<file path="src/rtl/serdes_tx.sv">
// 8b/10b serial transmitter. It sends a K28.5 comma preamble after reset and
// then serialises data_in symbols, filling idle words with K28.5. Bit a of each
// 10-bit code goes out first. The block also contains the combinational 8b/10b
// encoder that it uses.
`timescale 1ns/1ps

// 8b/10b encoder.
// datain = {K, HGFEDCBA}. dataout = {j,h,g,f,i,e,d,c,b,a}.
// A K symbol is first built in its RD- form. If dispin is RD+, the whole
// 10-bit code is then inverted.
module encode (
  input  logic [8:0] datain,
  input  logic       dispin,
  output logic [9:0] dataout,
  output logic       dispout
);

  // 5b/6b code for EDCBA in its RD- form, written as abcdei (a = MSB)
  function automatic logic [5:0] f_6b_neg(input logic [4:0] x);
    logic [5:0] c;
    case (x)
      5'd0:  c = 6'b100111;  5'd1:  c = 6'b011101;  5'd2:  c = 6'b101101;
      5'd3:  c = 6'b110001;  5'd4:  c = 6'b110101;  5'd5:  c = 6'b101001;
      5'd6:  c = 6'b011001;  5'd7:  c = 6'b111000;  5'd8:  c = 6'b111001;
      5'd9:  c = 6'b100101;  5'd10: c = 6'b010101;  5'd11: c = 6'b110100;
      5'd12: c = 6'b001101;  5'd13: c = 6'b101100;  5'd14: c = 6'b011100;
      5'd15: c = 6'b010111;  5'd16: c = 6'b011011;  5'd17: c = 6'b100011;
      5'd18: c = 6'b010011;  5'd19: c = 6'b110010;  5'd20: c = 6'b001011;
      5'd21: c = 6'b101010;  5'd22: c = 6'b011010;  5'd23: c = 6'b111010;
      5'd24: c = 6'b110011;  5'd25: c = 6'b100110;  5'd26: c = 6'b010110;
      5'd27: c = 6'b110110;  5'd28: c = 6'b001110;  5'd29: c = 6'b101110;
      5'd30: c = 6'b011110;  5'd31: c = 6'b101011;
      default: c = 6'b000000;
    endcase
    return c;
  endfunction

  // 3b/4b primary code for HGF in its RD- form, written as fghj (f = MSB)
  function automatic logic [3:0] f_4b_neg(input logic [2:0] y);
    logic [3:0] c;
    case (y)
      3'd0: c = 4'b1011;  3'd1: c = 4'b1001;  3'd2: c = 4'b0101;
      3'd3: c = 4'b1100;  3'd4: c = 4'b1101;  3'd5: c = 4'b1010;
      3'd6: c = 4'b0110;  3'd7: c = 4'b1110;
      default: c = 4'b0000;
    endcase
    return c;
  endfunction

  // Count the ones in a 10-bit vector
  function automatic logic [3:0] f_ones(input logic [9:0] v);
    logic [3:0] n;
    n = 4'd0;
    for (int i = 0; i < 10; i++) begin
      n = n + {3'd0, v[i]};
    end
    return n;
  endfunction

  logic [4:0] w_x;
  logic [2:0] w_y;
  logic       w_k;
  logic       w_rd_in;
  logic       w_rd6;
  logic       w_alt7;
  logic [5:0] w_c6;
  logic [3:0] w_c4;
  logic [3:0] w_n6;
  logic [3:0] w_n4;
  logic [3:0] w_n10;
  logic [9:0] w_code;

  // Build the 6b and 4b sub-blocks and the running disparity after the code
  always_comb begin
    w_x     = datain[4:0];
    w_y     = datain[7:5];
    w_k     = datain[8];
    w_rd_in = w_k ? 1'b0 : dispin;
    if (w_k && (w_x == 5'd28)) begin
      w_c6 = 6'b001111;
    end else begin
      w_c6 = f_6b_neg(w_x);
    end
    w_n6 = f_ones({4'b0000, w_c6});
    // D.07 is balanced but still takes its alternate form under RD+.
    if (w_rd_in && ((w_n6 != 4'd3) || (w_x == 5'd7))) begin
      w_c6 = ~w_c6;
    end else begin
      w_c6 = w_c6;
    end
    if (w_n6 == 4'd3) begin
      w_rd6 = w_rd_in;
    end else begin
      w_rd6 = (f_ones({4'b0000, w_c6}) > 4'd3);
    end
    // The alternate x.7 code (A7) avoids a run of five equal bits.
    w_alt7 = (w_y == 3'd7) &&
             (w_k ||
              (!w_rd6 && ((w_x == 5'd17) || (w_x == 5'd18) || (w_x == 5'd20))) ||
              ( w_rd6 && ((w_x == 5'd11) || (w_x == 5'd13) || (w_x == 5'd14))));
    if (w_alt7) begin
      w_c4 = 4'b0111;
    end else begin
      w_c4 = f_4b_neg(w_y);
    end
    w_n4 = f_ones({6'b000000, w_c4});
    if (w_rd6 && ((w_n4 != 4'd2) || (w_y == 3'd3))) begin
      w_c4 = ~w_c4;
    end else begin
      w_c4 = w_c4;
    end
    w_code = {w_c4[0], w_c4[1], w_c4[2], w_c4[3],
              w_c6[0], w_c6[1], w_c6[2], w_c6[3], w_c6[4], w_c6[5]};
    if (w_k && dispin) begin
      w_code = ~w_code;
    end else begin
      w_code = w_code;
    end
    w_n10   = f_ones(w_code);
    dataout = w_code;
    if (w_n10 > 4'd5) begin
      dispout = 1'b1;
    end else if (w_n10 < 4'd5) begin
      dispout = 1'b0;
    end else begin
      dispout = dispin;
    end
  end

endmodule

module serdes_tx #(
  parameter int SYNC_COMMAS = 4
) (
  input  logic       clk,
  input  logic       reset,
  input  logic       enable,
  input  logic [8:0] data_in,
  input  logic       data_valid,
  output logic       data_ready,
  output logic       tx_out,
  output logic       sync_done,
  output logic       disp_out
);

  localparam logic [8:0] LP_K28_5 = 9'h1BC;
  localparam logic [3:0] LP_SYNC  = 4'(SYNC_COMMAS);

  typedef enum logic {ST_SYNC = 1'b0, ST_RUN = 1'b1} state_t;

  state_t     r_state;
  logic [3:0] r_cnt;
  logic [3:0] r_sync_cnt;
  logic [9:0] r_shift;
  logic       r_tx;
  logic       r_rd;

  logic       w_boundary;
  logic [8:0] w_sym;
  logic [9:0] w_enc_code;
  logic       w_enc_disp;

  assign w_boundary = enable && (r_cnt == 4'd9);
  assign w_sym      = ((r_state == ST_RUN) && data_valid) ? data_in : LP_K28_5;
  assign data_ready = w_boundary && (r_state == ST_RUN);
  assign tx_out     = r_tx;
  assign sync_done  = (r_state == ST_RUN);
  assign disp_out   = r_rd;

  encode u_encode (
    .datain  (w_sym),
    .dispin  (r_rd),
    .dataout (w_enc_code),
    .dispout (w_enc_disp)
  );

  // Bit serialiser and SYNC/RUN control: load a new word at the boundary, otherwise shift out the next bit
  always_ff @(posedge clk) begin
    if (reset) begin
      r_state    <= ST_SYNC;
      r_cnt      <= 4'd9;
      r_sync_cnt <= 4'd0;
      r_shift    <= 10'd0;
      r_tx       <= 1'b0;
      r_rd       <= 1'b0;
    end else if (enable) begin
      if (r_cnt == 4'd9) begin
        r_shift <= w_enc_code;
        r_tx    <= w_enc_code[0];
        r_cnt   <= 4'd0;
        r_rd    <= w_enc_disp;
        case (r_state)
          ST_SYNC: begin
            r_sync_cnt <= r_sync_cnt + 4'd1;
            if ((r_sync_cnt + 4'd1) == LP_SYNC) begin
              r_state <= ST_RUN;
            end
          end
          ST_RUN: begin
            r_state <= ST_RUN;
          end
          default: begin
            r_state <= ST_SYNC;
          end
        endcase
      end else begin
        // Rotate so that the next bit to send is always at index 1.
        r_cnt   <= r_cnt + 4'd1;
        r_tx    <= r_shift[1];
        r_shift <= {r_shift[0], r_shift[9:1]};
      end
    end
  end

endmodule

</file>
<file path="config.mk">
export PLATFORM = sky130hd
export DESIGN_NAME = serdes_tx
export DESIGN_NICKNAME = d
export VERILOG_FILES = /design/src/rtl/serdes_tx.sv
export SDC_FILE = /design/constraint.sdc
export NUM_CORES = 1
export LEC_CHECK = 0
export BUFFER_PORTS_ARGS = -buffer_cell sky130_fd_sc_hd__buf_2
export CAP_MARGIN = 20
export CORE_MARGIN = 2
export CORE_UTILIZATION = 55
export DETAILED_ROUTE_END_ITERATION = 8
export HOLD_SLACK_MARGIN = 0.02
export PLACE_DENSITY = 0.84
export SLEW_MARGIN = 20
export SYNTH_ARGS = -nofsm -noshare
export SYNTH_HDL_FRONTEND = slang
export SYNTH_SLANG_ARGS = --single-unit
</file>
<file path="constraint.sdc">
create_clock -name clk -period 22.3 [get_ports clk]
set_input_delay 4.46 -clock clk [delete_from_list [all_inputs] [get_ports clk]]
set_output_delay 4.46 -clock clk [all_outputs]
set_load 0.01 [all_outputs]
</file>
==> results.ini <==
[run_status]
run_status = completed

[floorplan]
die_height_um = 69.0
die_width_um = 69.0
placeableCoreArea_um2 = 4030
initial_standard_cell_utilization_of_the_core_pct = 57.7
placementRows = 23
die_area_um2 = 4760
boundaryPins = 17

[cts]
h_tree_levels = 1
clockRootBuffer = clkbuf_8
clock_buffers_created_by_tritoncts = 3
postCtsSetupBuffers = 0
cts_tree = built
cts.sink_count = 20
path_clk_slew_ps = 70
clk_path_buf_depth = 2
cts_resized = 0
postCtsHoldBufs = 0
worst_skew_pair.late_latency_ps = 260

[sta]
layout_worst_path_cycle_share_pct = 65.4
timing.setup.tns_ps = 0
hold_viol = 0
finClkSkew_ps = 4.67
setup_repair_after_global_routing_missed_its_margin = false
post-route-worst-setup-slack_ps = 7710
worstMarginPinSlew_ps = 683
final-max-slew-violation-count = 0
fmaxAchievable_ghz = 0.0685
setup_viol_count_final = 0
slew_headroom_pct = 54.2
post-route-min-period_ps = 14590

[logic_synthesis]
netlist-cell-type-count = 55
post_synth_instance_area_um2 = 2320
synth.avg_cell_area_um2 = 7.65
netlist.area_leader.share_pct = 17.2
synth_cells = 304
postSynthRegisterBits = 20
yosys_warnings = 0
synth_edf_count = 0
netlist.top_cell.by_area = dfxtp_1
synth-async-reset-ratio_pct = 0
netlist_top_cells_area = dfxtp_1 17%, ha_1 9.7%, fa_1 9.5%, a21oi_1 6.0%, nand2_1 5.3%
synth.net_count = 346
dominantRegCellSynth = dfxtp_1
ys_seq_area_share_pct = 17.2

[global_route]
grt_pass1_wl_mm = 8.60
use_met2_pct = 35.3
gr-max-usage-layer = met2
antenna_found_initial = 0
groute.layer.met3.usage_pct = 3.36
via_count_of_the_first_global_routing_pass = 1906
grt_start_max_net_pins = 26
grt-ovfl-total = 0
grt_util_met1_pct = 30.3
global_route.usage.total_pct = 21.5

[worst_setup_path]
critical_path.endpoint_type = flop
critical_path.top_delay_family = adder cells
timing.critical_path.arrival_ps = 14730
worstPathBufferInverterCount = 11
crit_path_start_kind = primary input
critPathSlowestCell = fa_1
path_max_fanout = 10
critPathKind = primary input to flop
critical-path-max-stage-delay_ps = 550
most_repeated_library_cell_on_the_critical_path = inv_1
worst_ep_required_time_ps = 22440

[final_layout]
multiInputGateArea_um2 = 1770
diodes = 0
area.sequential_um2 = 400
post_route_cells_drive_above_1_share_pct = 10.9
area_growth_pct = 6.40
nets = 355
final_cell_mix = 33 x nand2_1, 33 x nor2_1, 28 x a21oi_1
nFillCells = 355

[power]
total_leakage_power_nw = 1.10
power-per-cell-area_nw_per_um2 = 57.8
ir_drop_worst_vdd_mv = 0.0501

[detailed_routing]
wl_per_cell_um = 13.7
drt-total-wl_mm = 4.97
antenna_violating_nets_post_route = 0
drt_iter0_drc = 193
first_pass_iters = 4
vias = 2063
route.detailed.vias_per_inst = 5.70
remaining_drc_errors = 0

[place]
io_buffers = 16
detailedPlacementHpwl_mm = 3.93
dpl_worst_slack_ps = 7470
place.gp.congestion = 0.906

[hold_path]
hold_path.class = flop to flop

[job]
cap_viol_max_count = 0

==> per-stage QoR <==
| step | hold slack, ps | utilization [%] | instance area [um^2] | std cells | power (mW) |
|---|---|---|---|---|---|
| floorplan | 445 | - | 2320 | 304 | 0.0994 |
| global placement | 457 | 60.0 | 2420 | 358 | 0.112 |
| detailed placement | 467 | 60.0 | 2420 | 358 | 0.115 |
| CTS | 477 | 61.4 | 2470 | 362 | 0.143 |
| global route | 515 | 61.4 | 2470 | 362 | 0.157 |
| finish | 477 | 61.4 | 2470 | 362 | 0.143 |
==> worst min-delay path: cells and delay by family, from the launching register on <==
kind,cells,cell delay [ps]
flip-flops,1,310
AO/OA/AOI/OAI,1,60
AND/OR/NAND/NOR,1,60
==> cells in the mapped netlist, types with 2 or more instances <==
cell	n
nand2_1	33
fa_1	11
or3_1	2
nor3_1	4
o211ai_1	2
nor2b_1	6
nor2_1	33
and2_1	6
o21ai_1	2
o21bai_1	3
a32oi_1	2
o22ai_1	3
nand3_1	5
dfxtp_1	20
clkbuf_1	7
mux2i_1	2
ha_1	18
xor2_1	8
inv_1	26
a21boi_0	2
o21ai_0	17
nand4_1	4
a221oi_1	4
nand2b_1	7
a211o_1	2
xnor2_1	10
a31oi_1	4
o31ai_1	2
buf_2	6
a21oi_1	28
==> where the power goes <==
part	total [mW]	internal [mW]	switching (mW)
sequential	0.0423	0.0396	0.00268
clock	0.0273	0.0157	0.0116
combinational	0.0734	0.0312	0.0422
total	0.143	0.0865	0.0564
==> layout make-up <==
type / instances / area share [%]
multi-input combinational: 245 / 71.6
sequential: 20 / 16.2
tap: 50 / 2.53
inverter: 26 / 3.95
clock buffer: 4 / 2.23
timing repair buffer: 17 / 3.54
==> sequential cells by signal (all words and copies together), names as in the netlist <==
signal / count
r_sync_cnt: 4
disp_out: 1
r_cnt: 4
sync_done: 1
r_shift: 10
==> kinds of logic (layout without fill, tap and decap cells) <==
family / count (synthesis) / in the layout / synth area share [%]
simple gates: 108 / 108 / 22.6
mux: 3 / 3 / 1.35
fa+ha+maj: 30 / 30 / 19.6
buf+inv: 39 / 47 / 6.62
compound gates: 85 / 85 / 24.7
xor+xnor: 19 / 19 / 7.97
flops: 20 / 20 / 17.2
==> path summary, 6_finish.rpt <==
| path | from | end | slack, ps | depth (start not counted) |
|---|---|---|---|---|
| worst max-delay path | data_valid | disp_out$_SDFFE_PP0P_ | 7710 | 48 |
| worst min-delay path | r_shift[5]$_SDFFE_PP0P_ | r_shift[5]$_SDFFE_PP0P_ | 480 | 2 |
| worst max register to register | sync_done$_SDFFE_PP0P_ | disp_out$_SDFFE_PP0P_ | 11490 | 47 |
| worst min register to register | r_shift[5]$_SDFFE_PP0P_ | r_shift[5]$_SDFFE_PP0P_ | 480 | 2 |
==> routing by layer <==
| layer | wire length [um] | vias to the layer above |
|---|---|---|
| li1 | - | 1067 |
| met1 | 2390 | 942 |
| met2 | 2330 | 52 |
| met3 | 236 | 2 |
| met4 | 20 | 0 |
| met5 | 0 | - |
Power figures use the tool's default switching activity.
